==> src/rtl/fec_dec_ctrl.sv <==
// fec_dec_ctrl: start/complete sequencer wrapped around the 2D-parity FEC decoder.
// Statistics counters are built only when FEC_DEC_STATS_EN is defined.
module fec_dec_ctrl #(
    parameter int WIDTH   = 4,
    parameter int DEPTH   = 4,
    parameter int TIMEOUT = 64,
    parameter int CNT_W   = 16
) (
    input  logic                     clk,
    input  logic                     rst_n,
    input  logic                     in_valid,
    output logic                     in_ready,
    input  logic [WIDTH*DEPTH-1:0]   in_data,
    input  logic [DEPTH-1:0]         in_row_p,
    input  logic [WIDTH-1:0]         in_col_p,
    output logic [WIDTH*DEPTH-1:0]   dec_data,
    output logic [DEPTH-1:0]         dec_row_p,
    output logic [WIDTH-1:0]         dec_col_p,
    output logic                     dec_start,
    input  logic                     dec_complete,
    input  logic                     dec_err_det,
    input  logic                     dec_err_corr,
    input  logic [WIDTH*DEPTH-1:0]   dec_data_corr,
    output logic                     out_valid,
    input  logic                     out_ready,
    output logic [WIDTH*DEPTH-1:0]   out_data,
    output logic [1:0]               out_status,
    input  logic                     stats_clr,
    output logic [CNT_W-1:0]         cnt_frames,
    output logic [CNT_W-1:0]         cnt_corr,
    output logic [CNT_W-1:0]         cnt_uncorr,
    output logic [CNT_W-1:0]         cnt_timeout
);

    localparam logic [1:0] S_IDLE   = 2'd0;
    localparam logic [1:0] S_LAUNCH = 2'd1;
    localparam logic [1:0] S_WAIT   = 2'd2;
    localparam logic [1:0] S_HOLD   = 2'd3;

    localparam logic [1:0] ST_CLEAN   = 2'b00;
    localparam logic [1:0] ST_CORR    = 2'b01;
    localparam logic [1:0] ST_UNCORR  = 2'b10;
    localparam logic [1:0] ST_TIMEOUT = 2'b11;

    localparam int              TO_W    = 16;
    localparam logic [TO_W-1:0] TO_LAST = TO_W'(TIMEOUT - 1);

    logic [1:0]             state_q, state_d;
    logic                   cmp_q;
    logic                   cmp_edge;
    logic [TO_W-1:0]        to_cnt_q, to_cnt_d;
    logic [WIDTH*DEPTH-1:0] dec_data_q, dec_data_d;
    logic [DEPTH-1:0]       dec_row_p_q, dec_row_p_d;
    logic [WIDTH-1:0]       dec_col_p_q, dec_col_p_d;
    logic [WIDTH*DEPTH-1:0] out_data_q, out_data_d;
    logic [1:0]             out_status_q, out_status_d;

    // Only a fresh rising edge counts, so a level held over from the last frame is ignored.
    assign cmp_edge = dec_complete & ~cmp_q;

    always_comb begin
        state_d      = state_q;
        to_cnt_d     = to_cnt_q;
        dec_data_d   = dec_data_q;
        dec_row_p_d  = dec_row_p_q;
        dec_col_p_d  = dec_col_p_q;
        out_data_d   = out_data_q;
        out_status_d = out_status_q;
        case (state_q)
            S_IDLE: begin
                if (in_valid) begin
                    dec_data_d  = in_data;
                    dec_row_p_d = in_row_p;
                    dec_col_p_d = in_col_p;
                    state_d     = S_LAUNCH;
                end
            end
            S_LAUNCH: begin
                to_cnt_d = '0;
                state_d  = S_WAIT;
            end
            S_WAIT: begin
                if (cmp_edge) begin
                    out_data_d = dec_data_corr;
                    if (!dec_err_det) begin
                        out_status_d = ST_CLEAN;
                    end else if (dec_err_corr) begin
                        out_status_d = ST_CORR;
                    end else begin
                        out_status_d = ST_UNCORR;
                    end
                    state_d = S_HOLD;
                end else if (to_cnt_q == TO_LAST) begin
                    out_data_d   = dec_data_q;
                    out_status_d = ST_TIMEOUT;
                    state_d      = S_HOLD;
                end else begin
                    to_cnt_d = to_cnt_q + 1'b1;
                end
            end
            S_HOLD: begin
                if (out_ready) begin
                    state_d = S_IDLE;
                end
            end
            default: state_d = S_IDLE;
        endcase
    end

    always_ff @(posedge clk) begin
        if (!rst_n) begin
            state_q      <= S_IDLE;
            cmp_q        <= 1'b0;
            to_cnt_q     <= '0;
            dec_data_q   <= '0;
            dec_row_p_q  <= '0;
            dec_col_p_q  <= '0;
            out_data_q   <= '0;
            out_status_q <= '0;
        end else begin
            state_q      <= state_d;
            cmp_q        <= dec_complete;
            to_cnt_q     <= to_cnt_d;
            dec_data_q   <= dec_data_d;
            dec_row_p_q  <= dec_row_p_d;
            dec_col_p_q  <= dec_col_p_d;
            out_data_q   <= out_data_d;
            out_status_q <= out_status_d;
        end
    end

    assign in_ready   = (state_q == S_IDLE);
    assign dec_start  = (state_q == S_LAUNCH);
    assign out_valid  = (state_q == S_HOLD);
    assign dec_data   = dec_data_q;
    assign dec_row_p  = dec_row_p_q;
    assign dec_col_p  = dec_col_p_q;
    assign out_data   = out_data_q;
    assign out_status = out_status_q;

`ifdef FEC_DEC_STATS_EN
    logic             out_hs;
    logic [CNT_W-1:0] frames_q, corr_q, uncorr_q, timeout_q;

    assign out_hs = out_valid & out_ready;

    function automatic logic [CNT_W-1:0] sat_inc(input logic [CNT_W-1:0] v);
        return (v == '1) ? v : v + 1'b1;
    endfunction

    always_ff @(posedge clk) begin
        if (!rst_n || stats_clr) begin
            frames_q  <= '0;
            corr_q    <= '0;
            uncorr_q  <= '0;
            timeout_q <= '0;
        end else if (out_hs) begin
            frames_q <= sat_inc(frames_q);
            if (out_status_q == ST_CORR)    corr_q    <= sat_inc(corr_q);
            if (out_status_q == ST_UNCORR)  uncorr_q  <= sat_inc(uncorr_q);
            if (out_status_q == ST_TIMEOUT) timeout_q <= sat_inc(timeout_q);
        end
    end

    assign cnt_frames  = frames_q;
    assign cnt_corr    = corr_q;
    assign cnt_uncorr  = uncorr_q;
    assign cnt_timeout = timeout_q;
`else
    logic unused_stats_clr;

    assign unused_stats_clr = stats_clr;
    assign cnt_frames       = '0;
    assign cnt_corr         = '0;
    assign cnt_uncorr       = '0;
    assign cnt_timeout      = '0;
`endif

endmodule
==> config.mk <==
export PLATFORM = sky130hd
export DESIGN_NAME = fec_dec_ctrl
export DESIGN_NICKNAME = d
export VERILOG_FILES = /design/src/rtl/fec_dec_ctrl.sv
export SDC_FILE = /design/constraint.sdc
export NUM_CORES = 1
export LEC_CHECK = 0
export ABC_CLOCK_PERIOD_IN_PS = 2000
export CAP_MARGIN = 10
export CORE_MARGIN = 3
export CORE_UTILIZATION = 41
export CTS_CLUSTER_DIAMETER = 40
export DETAILED_ROUTE_END_ITERATION = 10
export PLACE_DENSITY = 0.83
export RECOVER_POWER = 50
export SYNTH_ARGS = -nofsm -noshare
export SYNTH_HDL_FRONTEND = slang
export SYNTH_SLANG_ARGS = --single-unit
==> constraint.sdc <==
create_clock -name clk -period 2 [get_ports clk]
set_clock_uncertainty 0.15 [all_clocks]
set_input_delay 0.2 -clock clk [delete_from_list [all_inputs] [get_ports clk]]
set_output_delay 0.2 -clock clk [all_outputs]
set_load 0.1 [all_outputs]
==> summary.md <==
| Metric | Value |
|---|---|
| CP endpoint kind | `flip-flop` |
| CP Class | `flip-flop to flip-flop` |
| Worst-path clk slew | `0.07 ns` |
| Global-route layer with the greatest usage | `met2` |
| Tmin final | `~1.9 ns` |
| FFs w/ async S/R, synth | `0%` |
| Remaining Overflow, GRT | `0` |
| Fillcell total | `690` |
| Reg2Reg Setup Slack | `~0.052 ns` |
| Power per cell area | `1380 nW/um^2` |
| Post-DP HPWL | `between 6 and 7 mm` |
| Outcome | `finished clean` |
| R2R depth | `7` |
| Layout cells sized above 1 | `21.4%` |
| Final setup fails | `0` |
| Synthesis-to-finish area growth | `27.9%` |
| Worst hold stages | `3` |
| Die X | `95.0 um` |
| CTS tree | `yes` |
| NumNets Final | `549` |
| Startpoint types | `flip-flop` |
| RSZ-0062 raised after global routing | `true` |
| Leak pwr | `1.73 nW` |
| WHS Endpoint | `dec_data[15]$_SDFFE_PN0P_` |
| Leading area contributor after synthesis | `dfxtp_1` |
| Antenna violations before repair | `0` |
| MaxCap Viol Count | `0` |
| Measured slew at the worst slew-check pin | `around 0.56 ns` |
| Most common cell after layout, fill and taps aside | `nand2_1` |
| Mapped cell area | `about 3300 sq um` |
| Critical Path Max Stage Delay | `roughly 0.46 ns` |
| Top-area cell type share of the netlist area | `37.6%` |
| IO Pins | `roughly 160` |
| Worst EP arrival | `2.07 ns` |
| Register area share after synthesis | `~38%` |
| Post-place setup slack | `0.00923 ns` |
| Worst relative slew slack | `62.6%` |
| Pin count of the biggest net entering global routing | `35` |
| Met2 Use GR | `30.3%` |
| # DRC | `0` |
| Placement row count | `31` |
| Die area | `9030 sq um` |
| Vias in the first global route | `2,694` |
| # clock sinks | `61` |
| Final worst-path cycle share | `97.4%` |
| Starting Density | `a little over two fifths` |
| Die height | `95.0 um` |
| EDFF count, synth | `0` |
| Vias | `2,880` |
| Buffers on Ports | `91` |
| Root Buffer | `clkbuf_8` |
| Flip-flop and latch count after synthesis | `61` |
| Core footprint | `7490 sq um` |
| Final core occ | `55.5%` |
| Final worst slack | `about 0.052 ns` |
| CTS max path bufs | `2` |
| CTS hold repair buffers | `0` |
| Syn. warnings | `0` |
| GRT Total Usage | `roughly 18%` |
| Most frequent cells in the layout | `nand2_1 (95), conb_1 (64), dfxtp_1 (60)` |
| Syn avg cell area | `8.29 sq um` |
| Antenna diodes | `0` |
| DR WL/cell | `13.6 um` |
| Clock Latency Late Sink | `0.33 ns` |
| Main synth FF type | `dfxtp_1` |
| Hold Path Class | `input port to flip-flop` |
| Most frequent CP cell | `inv_1` |
| Via density | `~4.8` |
| Worst hold start | `in_data[15]` |
| Worst vdd ir | `1.38 mV` |
| Synth top area cells | `dfxtp_1 (38%), buf_4 (15%), nand2_1 (11%)` |
| Register Area | `1220 sq um` |
| Reg-to-reg endpoint | `to_cnt_q[13]$_SDFFE_PN0P_` |
| FF-to-FF Start | `state_q[0]$_SDFFE_PN0P_` |
| Multi-input gate area | `1700 sq um` |
| Cells along the critical path | `inv_1 -> ha_4 -> inv_1 -> nor2_2 -> nand4_1 -> or4_1 -> nand3_1` |
| Final hold viol count | `0` |
| H-tree levels | `3` |
| Post-Synthesis Cells | `392` |
| 1st-iter DRT viols | `154` |
| DRT antenna net count | `0` |
| Drt pass-1 iters | `4` |
| DRT Wirelength | `8.14 mm` |
| Max stage delay cell, worst path | `or4_1` |
| Crit Path Max Fanout | `4` |
| Max Clk Rate | `513 MHz` |
| Min Hold Slack | `0.266 ns` |
| Met1 Track Usage GR | `21.6%` |
| Yosys cell types | `38` |
| Routability Congestion | `0.898` |
| Worst Path Required | `2.12 ns` |
| First-pass GRT wire length | `about 13 mm` |
| Setup TNS | `0 ns` |
| Final Max Tran Viols | `0` |
| Met3 Track Usage GR | `2.92%` |
| TritonCTS buffer count | `9` |
## worst max-delay path: cells and delay by family (launching register included)
kind                       cells  cell delay [ns]
adders and majority gates      1             0.28
buffers and inverters          2             0.18
DFF                            1             0.36
and+or+nand+nor                4             0.92
## cell usage after synthesis, types with 3 or more instances
| cell | n |
|---|---|
| nand2_1 | 95 |
| buf_4 | 65 |
| dfxtp_1 | 61 |
| nor2_1 | 27 |
| a21boi_0 | 15 |
| a21oi_1 | 14 |
| clkbuf_1 | 13 |
| a311oi_2 | 12 |
| nand3_1 | 12 |
| o21ai_0 | 7 |
| nand4_1 | 6 |
| xor2_1 | 6 |
| ha_1 | 5 |
| inv_1 | 5 |
| nor2b_1 | 5 |
| o211ai_1 | 5 |
| o31ai_1 | 5 |
| a311oi_1 | 4 |
| and3_1 | 4 |
| or4_1 | 3 |
## kinds of logic (layout without fill, tap and decap cells)
| family | after synthesis | in the layout | share of synthesized area (%) |
|---|---|---|---|
| AO/OA/AOI/OAI | 67 | 67 | 17.1 |
| XOR/XNOR | 6 | 6 | 1.62 |
| adder cells (fa/ha/maj) | 5 | 5 | 1.92 |
| buffers and inverters | 87 | 133 | 18.1 |
| flip-flops | 61 | 61 | 37.6 |
| other | 1 | 64 | 0.115 |
| AND/OR/NAND/NOR | 165 | 165 | 23.6 |
## worst max-delay path by stage
| stage | start | endpoint | slack, ns | cells past startpoint |
|---|---|---|---|---|
| after floorplan | to_cnt_q[0]$_SDFFE_PN0P_ | out_data[10]$_SDFFE_PN0P_ | 0.09 | 7 |
| after global placement | dec_complete | to_cnt_q[12]$_SDFFE_PN0P_ | 0.02 | 7 |
| after detailed placement | dec_complete | to_cnt_q[15]$_SDFFE_PN0P_ | 0.009 | 7 |
| after CTS | state_q[1]$_SDFFE_PN0P_ | to_cnt_q[13]$_SDFFE_PN0P_ | 0.02 | 7 |
| after global routing | state_q[0]$_SDFFE_PN0P_ | to_cnt_q[13]$_SDFFE_PN0P_ | -0.02 | 7 |
| final | state_q[0]$_SDFFE_PN0P_ | to_cnt_q[13]$_SDFFE_PN0P_ | 0.05 | 7 |
## power breakdown
part	switching [mW]	internal [mW]	leakage, nW
Combinational	2.50	0.594	1.13
Clock	0.490	0.643	0.102
Sequential	0.122	1.39	0.497
Total	3.12	2.63	1.73
## layer usage
layer / part of all wire, % / wire, um / up-vias
li1: - / - / 1414
met4: 2.5 / 201 / 0
met1: 43 / 3470 / 1326
met3: 6.2 / 508 / 17
met5: 0 / 0 / -
met2: 49 / 3960 / 123
## repair_timing
item | in CTS | in global routing
pin swaps | 0 | 2
resized for setup | 1 | 4
endpoints found under the setup margin | 1 | 15
setup buffers | 0 | 2
gates cloned | 0 | 1
## final cells by class
class	instances	area share, %
Sequential cell	61	29.4
Inverter	6	0.542
Tap cell	99	2.98
Clock buffer	11	3.64
Multi-Input combinational cell	307	40.9
Timing Repair Buffer	111	21.1
Clock inverter	5	1.41
## flip-flops by register name (all words and copies together), names as in the netlist
name and cells:
dec_data 16, out_data 16, to_cnt_q 16, dec_col_p 4, dec_row_p 4, out_status 2, state_q 2, cmp_q 1
## metrics by stage
stage | cells | power [mW] | area [sq um]
CTS | 597 | 5.94 | 4260
global placement | 581 | 4.76 | 4050
floorplan | 455 | 4.14 | 3500
finish | 600 | 5.74 | 4160
global route | 600 | 5.98 | 4160
detailed placement | 581 | 4.79 | 4050
No activity file was read; power rests on OpenSTA's default activity.
